<file path="src/rtl/rf_writeback_arbiter.sv">
// Register-file write-port arbiter: core writeback has priority, long-latency results drain from a FIFO.
// Optional RF_WB_LU_BYPASS_EN lets a long-latency result skip an empty, idle FIFO.
module rf_writeback_arbiter #(
  parameter int FIFO_DEPTH = 4
) (
  input  logic                          clk,
  input  logic                          resetn,
  input  logic                          core_valid,
  input  logic [4:0]                    core_rd,
  input  logic [31:0]                   core_data,
  input  logic                          lu_valid,
  output logic                          lu_ready,
  input  logic [4:0]                    lu_rd,
  input  logic [31:0]                   lu_data,
  input  logic                          issue_valid,
  input  logic [4:0]                    issue_rd,
  input  logic [4:0]                    A1,
  input  logic [4:0]                    A2,
  output logic                          hazard1,
  output logic                          hazard2,
  output logic                          rf_we,
  output logic [4:0]                    rf_A3,
  output logic [31:0]                   rf_wd,
  output logic [$clog2(FIFO_DEPTH):0]   fifo_count
);

  localparam int AW = $clog2(FIFO_DEPTH);
  localparam int CW = AW + 1;

  logic [4:0]    rd_mem   [FIFO_DEPTH];
  logic [31:0]   data_mem [FIFO_DEPTH];
  logic [AW-1:0] wr_ptr_reg;
  logic [AW-1:0] rd_ptr_reg;
  logic [CW-1:0] count_reg;
  logic [CW-1:0] count_next;

  logic          rf_we_reg;
  logic [4:0]    rf_a3_reg;
  logic [31:0]   rf_wd_reg;

  logic [31:0]   busy_reg;
  logic [31:0]   busy_next;

  logic          fifo_full;
  logic          fifo_empty;
  logic          push;
  logic          pop;
  logic          bypass;
  logic [4:0]    head_rd;
  logic [31:0]   head_data;

  assign fifo_full  = (count_reg == CW'(FIFO_DEPTH));
  assign fifo_empty = (count_reg == '0);
  assign lu_ready   = !fifo_full;

`ifdef RF_WB_LU_BYPASS_EN
  // Idle output stage and nothing queued: the offered result goes straight out.
  assign bypass = !core_valid && fifo_empty && lu_valid;
`else
  assign bypass = 1'b0;
`endif

  assign push      = lu_valid && lu_ready && !bypass;
  assign pop       = !core_valid && !fifo_empty;
  assign head_rd   = rd_mem[rd_ptr_reg];
  assign head_data = data_mem[rd_ptr_reg];

  // Payload storage carries no reset; only pointers and count define validity.
  always_ff @(posedge clk) begin
    if (push) begin
      rd_mem[wr_ptr_reg]   <= lu_rd;
      data_mem[wr_ptr_reg] <= lu_data;
    end
  end

  always_comb begin
    count_next = count_reg;
    case ({push, pop})
      2'b10:   count_next = count_reg + 1'b1;
      2'b01:   count_next = count_reg - 1'b1;
      default: count_next = count_reg;
    endcase
  end

  always_ff @(posedge clk or negedge resetn) begin
    if (!resetn) begin
      wr_ptr_reg <= '0;
      rd_ptr_reg <= '0;
      count_reg  <= '0;
    end else begin
      if (push) wr_ptr_reg <= wr_ptr_reg + 1'b1;
      if (pop)  rd_ptr_reg <= rd_ptr_reg + 1'b1;
      count_reg <= count_next;
    end
  end

  always_ff @(posedge clk or negedge resetn) begin
    if (!resetn) begin
      rf_we_reg <= 1'b0;
      rf_a3_reg <= '0;
      rf_wd_reg <= '0;
    end else if (core_valid) begin
      rf_we_reg <= (core_rd != 5'd0);
      rf_a3_reg <= core_rd;
      rf_wd_reg <= core_data;
    end else if (pop) begin
      rf_we_reg <= (head_rd != 5'd0);
      rf_a3_reg <= head_rd;
      rf_wd_reg <= head_data;
    end else if (bypass) begin
      rf_we_reg <= (lu_rd != 5'd0);
      rf_a3_reg <= lu_rd;
      rf_wd_reg <= lu_data;
    end else begin
      rf_we_reg <= 1'b0;
    end
  end

  // Clear before set so a same-cycle issue to the retiring register keeps it busy.
  always_comb begin
    busy_next = busy_reg;
    if (pop)
      busy_next[head_rd] = 1'b0;
    if (bypass)
      busy_next[lu_rd] = 1'b0;
    if (issue_valid && (issue_rd != 5'd0))
      busy_next[issue_rd] = 1'b1;
    busy_next[0] = 1'b0;
  end

  always_ff @(posedge clk or negedge resetn) begin
    if (!resetn)
      busy_reg <= '0;
    else
      busy_reg <= busy_next;
  end

  // The output-stage compare covers the cycle between busy clearing and the RF update.
  assign hazard1 = (A1 != 5'd0) && (busy_reg[A1] || (rf_we_reg && (rf_a3_reg == A1)));
  assign hazard2 = (A2 != 5'd0) && (busy_reg[A2] || (rf_we_reg && (rf_a3_reg == A2)));

  assign rf_we      = rf_we_reg;
  assign rf_A3      = rf_a3_reg;
  assign rf_wd      = rf_wd_reg;
  assign fifo_count = count_reg;

endmodule

</file>
<file path="config.mk">
export PLATFORM = sky130hd
export DESIGN_NAME = rf_writeback_arbiter
export DESIGN_NICKNAME = d
export VERILOG_FILES = /design/src/rtl/rf_writeback_arbiter.sv
export SDC_FILE = /design/constraint.sdc
export NUM_CORES = 1
export LEC_CHECK = 0
export BUFFER_PORTS_ARGS = -buffer_cell sky130_fd_sc_hd__buf_4
export CELL_PAD_IN_SITES_DETAIL_PLACEMENT = 1
export CELL_PAD_IN_SITES_GLOBAL_PLACEMENT = 1
export CORE_UTILIZATION = 40
export CTS_CLUSTER_DIAMETER = 200
export DETAILED_ROUTE_END_ITERATION = 10
export GPL_ROUTABILITY_DRIVEN = 0
export MAX_ROUTING_LAYER = met4
export PLACE_DENSITY_LB_ADDON = 0.1
export SYNTH_ARGS = -nofsm -noshare
export SYNTH_HDL_FRONTEND = slang
export SYNTH_SLANG_ARGS = --single-unit
export TNS_END_PERCENT = 5
</file>
<file path="constraint.sdc">
create_clock -name clk -period 2.9 [get_ports clk]
set_clock_uncertainty 0.1 [all_clocks]
set_input_delay 0.29 -clock clk [delete_from_list [all_inputs] [get_ports clk]]
set_output_delay 0.29 -clock clk [all_outputs]
set_load 0.005 [all_outputs]
</file>
==> impl_metrics.toml, run 1 <==
[pwr]
p_leak_nw = 4.65
comb_power_share = 0.307
internal-power_mw = 7.80
power-per-cell-area_nw_per_um2 = 922
p_sw_mw = 3.52
power_frac_seq = 0.438
finalPower_mw = 11.3
swShare = 0.311
p_clk_frac = 0.255
peakVddDrop_uv = 405

[setup_path]
crit_buf_inv = 1
cp_max_fo = 3
cpPeakStageDelay_ps = 460
r2r_cells = 10
start_kind = "flop"
setup.worst_path.end_class = "output pin"
crit_required_ps = 2510
crit_chain = "mux4_2 > mux2_2 > a2111oi_0 > nor3_1 > buf_4"
path_class = "reg2out"
slowest_stage = "mux4_2"
cp_top_family = "multiplexers"
arrival_ps = 2300
path_depth = 5

[sta]
fin_crit_sh = 0.929
finalSetupTns_ps = 0
rsz0062_at_grt = "no"
tightest_slew_ps = 645
drv_slew = 0
max_slew_margin = 0.570
post-route-min-period_ps = 2690
fmax_mhz = 371
setup_viol = 0
finalHoldViolCount = 0

[detailed_routing]
post-route-drc-count = 0
drtAntennaViolNets = 0
viasPerCell = 5.22
totalWireLength_um = 23100
dr_total_vias = 5899
dr.pass1.iters = 4
drt_iter0_drc = 285
wl_per_cell_um = 20.5

[final_layout]
drive_above_1_share = 0.313
instances_no_fill = 1129
largest_reg_flops = 128
syn2layout_area_growth_pct = 30.9
nets = 896

[synth]
synth.area.top_cells = "edfxtp_1, dfrtp_1, mux4_2"
ys.flop_type = "edfxtp_1"
syn_nets = 678
syn-cell-area_um2 = 9370
ys_async_sr_fraction = 0.339
synth_cell_types = 38
synth_top_area_share = 0.474
yosysTopAreaCell = "edfxtp_1"
synth_cells = 578
syn_avg_cell_area_um2 = 16.2
synth-seq-cells = 224
seq_area_frac_synth = 0.677
synth_warnings = 0
synth_edf_count = 148
synth.most_common_cell = "edfxtp_1"
synthTopCellsByCount = "edfxtp_1, o21ai_0, dfrtp_1"

[grt]
antenna_found_initial = 1
grt_pass1_wl_um = 37000
grt.total_usage = 0.206
grt_max_degree = 57
overflow = 0
grt_pass1_vias = 6586

[floorplan]
dieArea_um2 = 24000
placementRows = 55
io_pins = 138
initial_core_util = 0.411
die_h_um = 155
die_w_um = 155
core-area_um2 = 22800

[placed_design]
dp.cells = 1016
port_buffers = 137
dp.final_hpwl_um = 15400

[cts]
root_buffer = "clkbuf_16"
cts_setup_buffers = 0
clk_pin_slew_worst_paths_ps = 60
cts_max_path_buffers = 3
cts_tree = "built"
cts_buffers = 25
clock_sinks = 224
insertion_delay_ps = 510
htree_num_levels = 1

[run_status]
status = "completed"

[min_path]
whs_path_depth = 3
holdCritPathClass = "in2reg"

[run]
max-cap-violations = 0
## stage by stage
step                      worst slack, ps  hold WS [ps]  area [µm²]  utilization
after floorplan                       736          -106        9370            -
after detailed placement              509           246       10900        0.477
after global placement                559           223       10900        0.477
after CTS                             201         0.387       12300        0.539
after global routing                 40.4          28.8       12300        0.539
final                                 207          5.63       12300        0.539
## repair_timing
item                                   CTS  global route
endpoints found under the hold margin  218             0
gates resized for setup                  0             0
hold buffers                            66             0
## cells in the final DEF (no fill, tap or decap), types with 6 or more instances in the layout
cell,n
o21ai_0,95
nand3b_1,10
edfxtp_1,148
nor2_1,8
inv_1,14
mux4_2,49
dlygate4sd3_1,66
clkinv_2,7
dfrtp_1,74
clkbuf_16,25
nand3_1,6
mux2i_1,34
nand2_1,41
buf_4,146
xor2_1,11
## cell families after synthesis
family	count (synthesis)	share of synthesized area
compound gates	111	0.0645
xor+xnor	16	0.0150
fa+ha+maj	6	0.00881
buf+inv	40	0.0182
flops	224	0.677
mux	90	0.167
simple gates	91	0.0491
## path summary, 6_finish.rpt
check,start,to,slack [ps]
max reg2reg,fifo_count[0]$_DFFE_PN0P_,fifo_count[2]$_DFFE_PN0P_,460
max in group asynchronous,resetn,busy_reg[15]$_DFF_PN0_,1820
min in group asynchronous,resetn,busy_reg[16]$_DFF_PN0_,220
min reg2reg,rf_wd[19]$_DFFE_PN0P_,rf_wd[19]$_DFFE_PN0P_,380
max,busy_reg[9]$_DFF_PN0_,hazard2,210
min,core_data[6],rf_wd[6]$_DFFE_PN0P_,6
## final cells by class
| type | count | area (µm²) |
|---|---|---|
| clock buffers | 32 | 672 |
| well taps | 313 | 392 |
| fillers | 2220 | 10500 |
| diodes | 1 | 2.50 |
| multi-input cells | 314 | 2870 |
| inverters | 14 | 52.6 |
| clock inverters | 14 | 81.3 |
| repair buffers | 217 | 1860 |
| flip-flops and latches | 224 | 6350 |
## power groups by stage
stage          registers [mW]  logic, mW  clock network (mW)
3_3_place_gp             4.93       3.33                   0
3_5_place_dp             5.01       3.45                   0
4_1_cts                  4.95       3.55                2.96
5_1_grt                  5.06       3.83                3.06
2_1_floorplan            4.82       2.06                   0
6_report                 4.96       3.48                2.88
## routing by layer
layer  vias to the layer above  wire length (µm)  GRT usage
met3                        31              1010     0.0253
met4                         0               345     0.0462
met5                         -                 0          -
met2                       145             11400      0.335
met1                      3027             10400      0.279
li1                       2696                 -          -
## worst min-delay path, cell delays in order
cell and delay, ps:
buf_4 80, mux2i_1 50, o21ai_0 160
No activity file was read; power rests on OpenSTA's default activity.
==> inputs of run 2 (changes only) <==
--- a/config.mk
+++ b/config.mk
@@ -5,6 +5,7 @@
 export SDC_FILE = /design/constraint.sdc
 export NUM_CORES = 1
 export LEC_CHECK = 0
+export ABC_AREA = 1
 export BUFFER_PORTS_ARGS = -buffer_cell sky130_fd_sc_hd__buf_4
 export CELL_PAD_IN_SITES_DETAIL_PLACEMENT = 1
 export CELL_PAD_IN_SITES_GLOBAL_PLACEMENT = 1
==> impl_metrics.toml, run 2 <==
[sta]
finalHoldViolCount = 0
max_slew_margin = 0.530
rsz0062_at_grt = "no"
hold_ws_ps = 16.6
post-route-min-period_ps = 2490
fmax_mhz = 401
setup_viol = 0
tightest_slew_ps = 705
finalSetupTns_ps = 0
fin_crit_sh = 0.860
drv_slew = 0

[final_layout]
final_common_cell = "buf_4"
instances_no_fill = 1491
largest_reg_flops = 128
fillers = 2614
syn2layout_area_growth_pct = 29.7
drive_above_1_share = 0.199
nets = 1247
regArea_um2 = 6350
final_core_util = 0.527
final_cell_mix = "buf_4, edfxtp_1, nand2_1"
multiInputGateArea_um2 = 3080
final_area_um2 = 12800

[grt]
grt.total_usage = 0.248
grt_max_degree = 66
overflow = 0
antenna_found_initial = 1
grt_pass1_wl_um = 47300
grt_pass1_vias = 8301

[floorplan]
placementRows = 57
dieArea_um2 = 25200
die_w_um = 159
core-area_um2 = 24200
initial_core_util = 0.407
die_h_um = 159
io_pins = 138

[setup_path]
path_class = "reg2reg"
cp_max_fo = 38
crit_required_ps = 3220
setup.worst_path.end_class = "flop"
start_kind = "flop"
arrival_ps = 2810

[run]
max-cap-violations = 0

[placed_design]
port_buffers = 137
dp.final_hpwl_um = 18800
place_area_um2 = 11200
dp.cells = 1368

[synth]
synth_edf_count = 148
syn_nets = 1036
synth_warnings = 0
synth_cell_types = 36
syn_avg_cell_area_um2 = 10.5
synth.area.top_cells = "edfxtp_1, dfrtp_1, o21ai_0"
synth_top_area_share = 0.452
ys_async_sr_fraction = 0.339
yosysTopAreaCell = "edfxtp_1"
synth-seq-cells = 224
ys.flop_type = "edfxtp_1"
synth.most_common_cell = "edfxtp_1"
synth_cells = 936
synthTopCellsByCount = "edfxtp_1, nand2_1, o21ai_0"
syn-cell-area_um2 = 9830
seq_area_frac_synth = 0.646

[detailed_routing]
wl_per_cell_um = 20.1
drt_iter0_drc = 370
dr_total_vias = 7908
viasPerCell = 5.30
dr.pass1.iters = 4
totalWireLength_um = 29900
post-route-drc-count = 0
drtAntennaViolNets = 0

[run_status]
status = "completed"

[cts]
cts_setup_buffers = 0
ctsHoldBuffers = 76
htree_num_levels = 1
cts_tree = "built"
root_buffer = "clkbuf_16"
cts_buffers = 25
insertion_delay_ps = 540
clk_pin_slew_worst_paths_ps = 60
post_cts_resized = 0
clock_sinks = 224
cts_max_path_buffers = 3

[pwr]
p_leak_nw = 5.02
peakVddDrop_uv = 546
power-per-cell-area_nw_per_um2 = 960

[min_path]
holdCritPathClass = "in2reg"
-- run 2: metrics by stage --
step,setup WS [ps],total power [mW]
after floorplan,77.9,7.39
after global placement,629,9.05
after detailed placement,541,9.17
after CTS,386,12.3
after global routing,277,13.0
final,405,12.2
-- run 2: logic make-up (layout without fill, tap and decap cells) --
kind of cell / after synthesis / in the layout / share of synthesized area
AOI/OAI and AO/OA: 253 / 253 / 0.137
buffers and inverters: 100 / 330 / 0.0451
and+or+nand+nor: 344 / 344 / 0.156
other: 0 / 1 / 0
xor gates and xnor gates: 9 / 9 / 0.00802
DFF: 224 / 224 / 0.646
adders and majority gates: 6 / 6 / 0.00840
-- run 2: routing by layer --
layer | share of wire | GRT usage | wire length [µm] | vias to the layer above
li1 | - | - | - | 3684
met1 | 0.41 | 0.292 | 12400 | 3969
met2 | 0.51 | 0.434 | 15300 | 190
met3 | 0.043 | 0.0347 | 1290 | 65
met4 | 0.034 | 0.0874 | 1020 | 0
met5 | 0 | - | 0 | -
-- run 2: where the power goes --
part           total, mW  internal, mW  leakage (nW)  switching (mW)
registers           4.97          4.39          2.25           0.582
clock network       3.05          1.74         0.389            1.31
logic               4.21          1.52          2.38            2.69
total               12.2          7.65          5.02            4.58
-- run 2: worst max-delay path, cell delays in order (launching register included) --
cell,delay (ps)
dfrtp_1,370
buf_4,450
nand3_2,170
nand2_2,150
nand2_1,80
inv_2,70
nand2_2,80
o21ai_1,240
nand3_1,90
dlygate4sd3_1,560
-- run 2: path summary, 6_finish.rpt --
check	slack [ps]	cells after the start	to	startpoint
worst max-delay path	410	9	rf_we$_DFF_PN0_	rd_ptr_reg[1]$_DFFE_PN0N_
max in group asynchronous	1750	3	rf_wd[12]$_DFFE_PN0P_	resetn
worst max register to register	410	9	rf_we$_DFF_PN0_	rd_ptr_reg[1]$_DFFE_PN0N_
worst min-delay path	20	3	rf_A3[3]$_DFFE_PN0P_	core_rd[3]
min in group asynchronous	250	2	busy_reg[30]$_DFF_PN0_	resetn
worst min register to register	390	2	busy_reg[11]$_DFF_PN0_	busy_reg[11]$_DFF_PN0_
-- run 2: cell type report --
| class | count | share of cell area |
|---|---|---|
| Sequential cell | 224 | 0.498 |
| Multi-Input combinational cell | 612 | 0.241 |
| Timing Repair Buffer | 229 | 0.151 |
| Clock buffer | 32 | 0.0527 |
| Tap cell | 324 | 0.0318 |
| Inverter | 55 | 0.0164 |
| Clock inverter | 14 | 0.00903 |
| Antenna cell | 1 | 0.000196 |
